[config.mk]
export PLATFORM = sky130hd
export DESIGN_NAME = bank_cmd_scheduler
export DESIGN_NICKNAME = d
export VERILOG_FILES = /design/src/rtl/mem_cmd_pkg.sv /design/src/rtl/bank_state_table.sv /design/src/rtl/bank_cmd_scheduler.sv
export SDC_FILE = /design/constraint.sdc
export NUM_CORES = 2
export LEC_CHECK = 0
export ABC_AREA = 1
export BUFFER_PORTS_ARGS = -buffer_cell sky130_fd_sc_hd__buf_2
export CAP_MARGIN = 20
export CORE_AREA = 2 2 419 421
export DETAILED_ROUTE_END_ITERATION = 8
export DIE_AREA = 0 0 421 423
export HOLD_SLACK_MARGIN = 0.05
export SLEW_MARGIN = 20
export SYNTH_ARGS = -nofsm -noshare
export SYNTH_HDL_FRONTEND = slang
export SYNTH_HIERARCHICAL = 1
export SYNTH_SLANG_ARGS = --single-unit
[constraint.sdc]
create_clock -name clk_in -period 6.8 [get_ports clk_in]
set_input_delay 0.34 -clock clk_in [delete_from_list [all_inputs] [get_ports clk_in]]
set_output_delay 0.34 -clock clk_in [all_outputs]
set_load 0.05 [all_outputs]
[src/rtl/mem_cmd_pkg.sv]
// Shared DRAM command encodings and the decoded request record used by the
// scheduler and the downstream command_sender.
package mem_cmd_pkg;

  typedef enum logic [2:0] {
    CMD_READ      = 3'd0,
    CMD_WRITE     = 3'd1,
    CMD_ACTIVATE  = 3'd2,
    CMD_PRECHARGE = 3'd3,
    CMD_NOP       = 3'd7
  } commands;

  // Field widths of the request record; schedulers may use narrower fields.
  localparam int unsigned REQ_BG_BITS  = 3;
  localparam int unsigned REQ_BA_BITS  = 3;
  localparam int unsigned REQ_ROW_BITS = 8;
  localparam int unsigned REQ_COL_BITS = 4;

  typedef struct packed {
    logic                    write;
    logic [REQ_BG_BITS-1:0]  bg;
    logic [REQ_BA_BITS-1:0]  ba;
    logic [REQ_ROW_BITS-1:0] row;
    logic [REQ_COL_BITS-1:0] col;
  } mem_request_t;

  function automatic int unsigned num_banks(input int unsigned bank_groups,
                                            input int unsigned banks_per_group);
    return bank_groups * banks_per_group;
  endfunction

endpackage

[src/rtl/bank_state_table.sv]
// Per-bank open-row tracker: one combinational lookup port, one update port,
// synchronous clear of every open flag on reset.
module bank_state_table #(
  parameter int unsigned NUM_BANKS = 64,
  parameter int unsigned ROW_BITS  = 8,
  localparam int unsigned IDX_BITS = $clog2(NUM_BANKS)
) (
  input  logic                clk_in,
  input  logic                rst_in,
  input  logic [IDX_BITS-1:0] lookup_idx,
  input  logic [ROW_BITS-1:0] lookup_row,
  output logic                lookup_open,
  output logic                lookup_hit,
  input  logic                update_en,
  input  logic                update_open,
  input  logic [IDX_BITS-1:0] update_idx,
  input  logic [ROW_BITS-1:0] update_row
);

  logic [NUM_BANKS-1:0] open_valid;
  logic [ROW_BITS-1:0]  open_row [NUM_BANKS];

  always_ff @(posedge clk_in) begin
    if (rst_in) begin
      open_valid <= '0;
    end else if (update_en) begin
      open_valid[update_idx] <= update_open;
    end
  end

  // Row storage needs no reset: it is only consulted while its open flag is set.
  always_ff @(posedge clk_in) begin
    if (update_en && update_open) begin
      open_row[update_idx] <= update_row;
    end
  end

  always_comb begin
    lookup_open = open_valid[lookup_idx];
    lookup_hit  = lookup_open && (open_row[lookup_idx] == lookup_row);
  end

endmodule

[src/rtl/bank_cmd_scheduler.sv]
// Open-page scheduler: turns one request at a time into PRE/ACT/CAS commands
// while honouring precharge, activation and CAS-to-CAS spacing.
module bank_cmd_scheduler
  import mem_cmd_pkg::*;
#(
  parameter int unsigned BANK_GROUPS        = 8,
  parameter int unsigned BANKS_PER_GROUP    = 8,
  parameter int unsigned ROW_BITS           = 8,
  parameter int unsigned COL_BITS           = 4,
  parameter int unsigned ACTIVATION_LATENCY = 8,
  parameter int unsigned PRECHARGE_LATENCY  = 5,
  parameter int unsigned CAS_GAP            = 8
) (
  input  logic                               clk_in,
  input  logic                               rst_in,
  input  logic                               req_valid_in,
  output logic                               req_ready_out,
  input  logic                               req_write_in,
  input  logic [$clog2(BANK_GROUPS)-1:0]     req_bg_in,
  input  logic [$clog2(BANKS_PER_GROUP)-1:0] req_ba_in,
  input  logic [ROW_BITS-1:0]                req_row_in,
  input  logic [COL_BITS-1:0]                req_col_in,
  input  logic [7:0][63:0]                   req_val_in,
  output logic                               valid_out,
  output logic [2:0]                         cmd_out,
  output logic [$clog2(BANK_GROUPS)-1:0]     bg_out,
  output logic [$clog2(BANKS_PER_GROUP)-1:0] ba_out,
  output logic [ROW_BITS-1:0]                row_out,
  output logic [COL_BITS-1:0]                col_out,
  output logic [7:0][63:0]                   val_out,
  output logic                               cas_done_out
);

  localparam int unsigned BG_BITS    = $clog2(BANK_GROUPS);
  localparam int unsigned BA_BITS    = $clog2(BANKS_PER_GROUP);
  localparam int unsigned NUM_BANKS  = num_banks(BANK_GROUPS, BANKS_PER_GROUP);
  localparam int unsigned IDX_BITS   = $clog2(NUM_BANKS);
  localparam int unsigned MAX_LAT    = (ACTIVATION_LATENCY > PRECHARGE_LATENCY) ?
                                       ACTIVATION_LATENCY : PRECHARGE_LATENCY;
  localparam int unsigned TIMER_BITS = $clog2(MAX_LAT + 1);
  localparam int unsigned GAP_BITS   = $clog2(CAS_GAP + 1);

  localparam logic [TIMER_BITS-1:0] ACT_LOAD = TIMER_BITS'(ACTIVATION_LATENCY - 1);
  localparam logic [TIMER_BITS-1:0] PRE_LOAD = TIMER_BITS'(PRECHARGE_LATENCY - 1);
  localparam logic [GAP_BITS-1:0]   GAP_LOAD = GAP_BITS'(CAS_GAP - 1);

  if (BG_BITS > REQ_BG_BITS || BA_BITS > REQ_BA_BITS ||
      ROW_BITS > REQ_ROW_BITS || COL_BITS > REQ_COL_BITS) begin : g_width_guard
    $error("bank_cmd_scheduler: request field wider than mem_request_t");
  end

  typedef enum logic [2:0] {IDLE, PRE, PRE_WAIT, ACT, ACT_WAIT, CAS} state_t;

  state_t                state;
  logic [TIMER_BITS-1:0] timer;
  logic [GAP_BITS-1:0]   gap;
  mem_request_t          req_q;
  logic [7:0][63:0]      val_q;

  logic                  lookup_open;
  logic                  lookup_hit;
  logic [IDX_BITS-1:0]   lookup_idx;
  logic [IDX_BITS-1:0]   update_idx;

  assign lookup_idx = IDX_BITS'(req_bg_in) * IDX_BITS'(BANKS_PER_GROUP) + IDX_BITS'(req_ba_in);
  assign update_idx = IDX_BITS'(req_q.bg) * IDX_BITS'(BANKS_PER_GROUP) + IDX_BITS'(req_q.ba);

  bank_state_table #(
    .NUM_BANKS (NUM_BANKS),
    .ROW_BITS  (ROW_BITS)
  ) u_bank_state_table (
    .clk_in      (clk_in),
    .rst_in      (rst_in),
    .lookup_idx  (lookup_idx),
    .lookup_row  (req_row_in),
    .lookup_open (lookup_open),
    .lookup_hit  (lookup_hit),
    .update_en   ((state == PRE || state == ACT) && !rst_in),
    .update_open (state == ACT),
    .update_idx  (update_idx),
    .update_row  (req_q.row[ROW_BITS-1:0])
  );

  assign req_ready_out = (state == IDLE) && !rst_in;

  always_ff @(posedge clk_in) begin
    if (rst_in) begin
      state <= IDLE;
      timer <= '0;
      gap   <= '0;
      req_q <= '0;
      val_q <= '0;
    end else begin
      if (gap != '0) gap <= gap - GAP_BITS'(1);
      case (state)
        IDLE: begin
          if (req_valid_in && req_ready_out) begin
            req_q.write <= req_write_in;
            req_q.bg    <= REQ_BG_BITS'(req_bg_in);
            req_q.ba    <= REQ_BA_BITS'(req_ba_in);
            req_q.row   <= REQ_ROW_BITS'(req_row_in);
            req_q.col   <= REQ_COL_BITS'(req_col_in);
            val_q       <= req_val_in;
            if (!lookup_open)    state <= ACT;
            else if (lookup_hit) state <= CAS;
            else                 state <= PRE;
          end
        end
        PRE: begin
          timer <= PRE_LOAD;
          state <= (PRE_LOAD == '0) ? ACT : PRE_WAIT;
        end
        // Leaving on the 1->0 step makes the next command land exactly LATENCY cycles later.
        PRE_WAIT: begin
          if (timer != '0) timer <= timer - TIMER_BITS'(1);
          if (timer <= TIMER_BITS'(1)) state <= ACT;
        end
        ACT: begin
          timer <= ACT_LOAD;
          state <= (ACT_LOAD == '0) ? CAS : ACT_WAIT;
        end
        ACT_WAIT: begin
          if (timer != '0) timer <= timer - TIMER_BITS'(1);
          if (timer <= TIMER_BITS'(1)) state <= CAS;
        end
        CAS: begin
          if (gap == '0) begin
            gap   <= GAP_LOAD;
            state <= IDLE;
          end
        end
        default: state <= IDLE;
      endcase
    end
  end

  always_comb begin
    valid_out    = 1'b0;
    cmd_out      = CMD_NOP;
    cas_done_out = 1'b0;
    if (!rst_in) begin
      case (state)
        PRE: begin
          valid_out = 1'b1;
          cmd_out   = CMD_PRECHARGE;
        end
        ACT: begin
          valid_out = 1'b1;
          cmd_out   = CMD_ACTIVATE;
        end
        CAS: begin
          if (gap == '0) begin
            valid_out    = 1'b1;
            cmd_out      = req_q.write ? CMD_WRITE : CMD_READ;
            cas_done_out = 1'b1;
          end
        end
        default: ;
      endcase
    end
  end

  assign bg_out  = req_q.bg[BG_BITS-1:0];
  assign ba_out  = req_q.ba[BA_BITS-1:0];
  assign row_out = req_q.row[ROW_BITS-1:0];
  assign col_out = req_q.col[COL_BITS-1:0];
  assign val_out = val_q;

endmodule

==> key figures <==
Status
  • Status: completed

Logic synthesis
  • Synth cell types: 30
  • Number of flops mapped to enable cells by yosys: slightly above 500
  • Post-Syn Nets: ~5300
  • Syn Area/Cell: slightly above 9 µm²
  • Primary FF master, synth: dfxtp_1
  • Synthesized flop and latch total: 1118
  • Post-Synthesis Cell Area: 0.0431 mm²
  • FFs w/ async S/R, synth: 0%
  • Synth warn: 6
  • Register area share after synthesis: a little under two thirds
  • Syn Inst Count: roughly 4700

Die
  • CORE AREA: between 0.15 and 0.2 mm²
  • Total die area: 0.178 mm²
  • Ports: between 1000 and 1500
  • Die X: roughly 420 µm
  • Die H: 423 µm
  • Rows: approximately 150
  • Starting Density: about a quarter

STA
  • TNS Setup: 0 ps
  • Hold WS: 26.4 ps
  • Hold Vio Cnt, Final: 0
  • Fmax: 253 MHz
  • Finish-stage setup viols: 0
  • Period Utilization, post-route: 58.1%
  • Max_slew headroom: between 20% and 30%
  • Final slew viol count: 0
  • Slew @ Worst Pin: around 1200 ps
  • Clk_skew: about 76 ps
  • RSZ-0062 raised after global routing: false
  • Setup ws final: around 2900 ps
  • Final min period: about 4000 ps

Global route
  • First-pass GRT wire length: about 360000 µm
  • Initial antenna violation count: roughly 110
  • Total global-route track usage: between 30% and 40%
  • Largest net degree at the start of global routing: roughly 190
  • Vias in the first global route: around 40000
  • Gr ovfl total: 0

Cells and area
  • Fill cell count: between 15000 and 20000
  • Reg area: between 0.02 and 0.03 mm²
  • Layout cells sized above 1: a little over a fifth
  • Area of the multi-input gates: approximately 0.014 mm²
  • Commonest non-fill, non-tap cell in the layout: nand2_1
  • Layout area overhead: 37.9%
  • Final instance area: 0.0594 mm²
  • Most frequent cells in the layout: nand2_1 (1876), buf_2 (1066), dfxtp_1 (601), edfxtp_1 (512), nand3_1 (478)
  • Net count, final: about 6600

Critical path
  • Slowest cell on the critical path: clkinv_2
  • Largest stage delay, worst path: 960 ps
  • CP Data Required Time: approximately 7500 ps
  • Launch point of the worst reg-to-reg path: state[0]$_SDFFE_PP0P_
  • Critical-path cell list: dlygate4sd3_1 > buf_6 > clkinv_2 > buf_4 > nand3_1 > nand3_1 > nand2_1 > nand2_1 > nand3_1 > nand3_1 > nand2_1 > nor2_1 > nor2_1 > nand3_1 > nor2_1 > nand3_1 > nand3_1 > nor2_1 > nor2_1
  • Worst setup path startpoint: req_ba_in[1]
  • Critical Path AT: 4630 ps
  • Crit-path max FO: just over 60
  • Worst setup SP type: primary input
  • Cell mode on critical path: nand3_1
  • Type of destination of the critical path: flip-flop
  • Critical path type: in2reg

Clock tree
  • Clock sink count: ~1100
  • TritonCTS Buffers: 120
  • TritonCTS clock tree: yes
  • Root Buffer: clkbuf_16
  • Worst skew pair latency: between 700 and 800 ps
  • Clk buf depth: 3
  • Clock transition at path regs: approximately 70 ps
  • H-tree depth: 3
  • CTS resizes: 0

Worst hold path
  • Hold_sp: req_val_in[97]
  • Worst Hold Class: in2reg

Pwr
  • Leak pwr: approximately 24 nW
  • Clock network fraction of total power: about a third
  • Comb power frac: between 30% and 40%
  • Sw power: slightly below 9 mW
  • Sw frac: between 40 and 50%
  • P_int: 13.1 mW
  • Maximum VDD drop: 273 µV
  • Pwr per Cell Area: between 300 and 400 mW/mm²
  • Flop pwr share: roughly 38%
  • Pwr Total: 22.0 mW

Place
  • Port buffer count: between 1000 and 1500
  • Setup WS pre-CTS: about 2800 ps
  • Detail Placement HPWL: between 200000 and 250000 µm
  • RD Place Congestion: just over 1
  • Placed inst area: roughly 0.050 mm²

Detailed routing
  • Initial DRC Count: around 4800
  • Final ANT Viol Nets: 0
  • Post-DR vias/cell: a little under 5
  • First-pass DRT Iterations: 6
  • WL per Instance: 32.8 µm
  • Routed vias: about 42000
  • Total Routed Length: 282000 µm
  • Remaining DRCs: 0

Job
  • Max_cap viols: 0
what timing repair did:
action	CTS	global route
buffers inserted	0	0
hold buffers	474	1
endpoints found under the hold margin	474	1
final cells by class:
cell class,instances,share of cell area [%]
clock inverter,66,1.36
inverter,106,0.695
tap,2325,4.89
antenna,46,0.194
clock buffer,162,5.64
multi-input combinational,3160,22.9
sequential,1118,46.3
timing repair buffer,1605,18.0
power by group through the flow:
| stage | Combinational (mW) | Sequential [mW] | Clock [mW] |
|---|---|---|---|
| 6_report | 6.72 | 8.35 | 6.97 |
| 3_3_place_gp | 6.36 | 8.44 | 0 |
| 4_1_cts | 6.67 | 8.33 | 7.05 |
| 3_5_place_dp | 6.38 | 8.46 | 0 |
| 2_1_floorplan | 1.53 | 10.5 | 0 |
| 5_1_grt | 6.85 | 8.41 | 7.29 |
logic make-up (layout without fill, tap and decap cells):
group	count (synthesis)	after routing	synth area share [%]
flops	1118	1118	63.8
xor+xnor	2	2	0.0406
buf+inv	436	1939	4.93
compound gates	666	666	7.79
fa+ha+maj	4	4	0.116
other cells	0	46	0
simple gates	2488	2488	23.3
through the flow:
| step | utilization, % | instances |
|---|---|---|
| 3_5_place_dp | 29.1 | 7839 |
| 6_report | 34.3 | 8588 |
| 4_1_cts | 34.2 | 8541 |
| 5_1_grt | 34.3 | 8564 |
| 3_3_place_gp | 29.1 | 7838 |
| 2_1_floorplan | - | 4714 |
worst max-delay path: cells and delay by family:
kind | cells | cell delay, ps
and+or+nand+nor | 15 | 1650
buffers and inverters | 4 | 2600
per-layer routing:
layer	share of wire, %	track usage, %
met2	47	50.4
met4	11	27.6
met5	0.031	0
met3	7.8	7.32
met1	34	31.9
path summary, 6_finish.rpt:
| path | depth (start not counted) | endpoint | slack (ps) |
|---|---|---|---|
| hold / removal | 3 | val_out[97]$_SDFFE_PP0P_ | 30 |
| setup reg to reg | 8 | val_out[37]$_SDFFE_PP0P_ | 3360 |
| hold reg to reg | 2 | val_out[65]$_SDFFE_PP0P_ | 470 |
| setup / recovery | 19 | state[2]$_SDFFE_PP0P_ | 2850 |
sequential cells by signal (all words and copies together) (netlist names):
signal / flops
u_bank_state_table/open_valid: 64
row_out: 8
ba_out: 3
timer: 4
col_out: 4
val_out: 512
state: 3
u_bank_state_table/open_row: 512
gap: 4
bg_out: 3
req_q: 1
synth_stat cells, types with 5 or more instances:
cell,number,area (µm²)
clkinv_1,7,26.3
edfxtp_1,512,15400
nand3_1,478,2390
buf_2,117,586
inv_2,5,18.8
buf_6,19,214
nor3_1,47,235
inv_1,94,353
o211ai_1,7,52.6
o21ai_1,170,851
dfxtp_1,606,12100
o21ai_0,406,2030
buf_4,50,375
nand2_1,1876,7040
a21oi_1,79,395
nor2_1,76,285
clkbuf_1,128,480
buf_1,15,56.3
No activity file was read; power rests on OpenSTA's default activity.
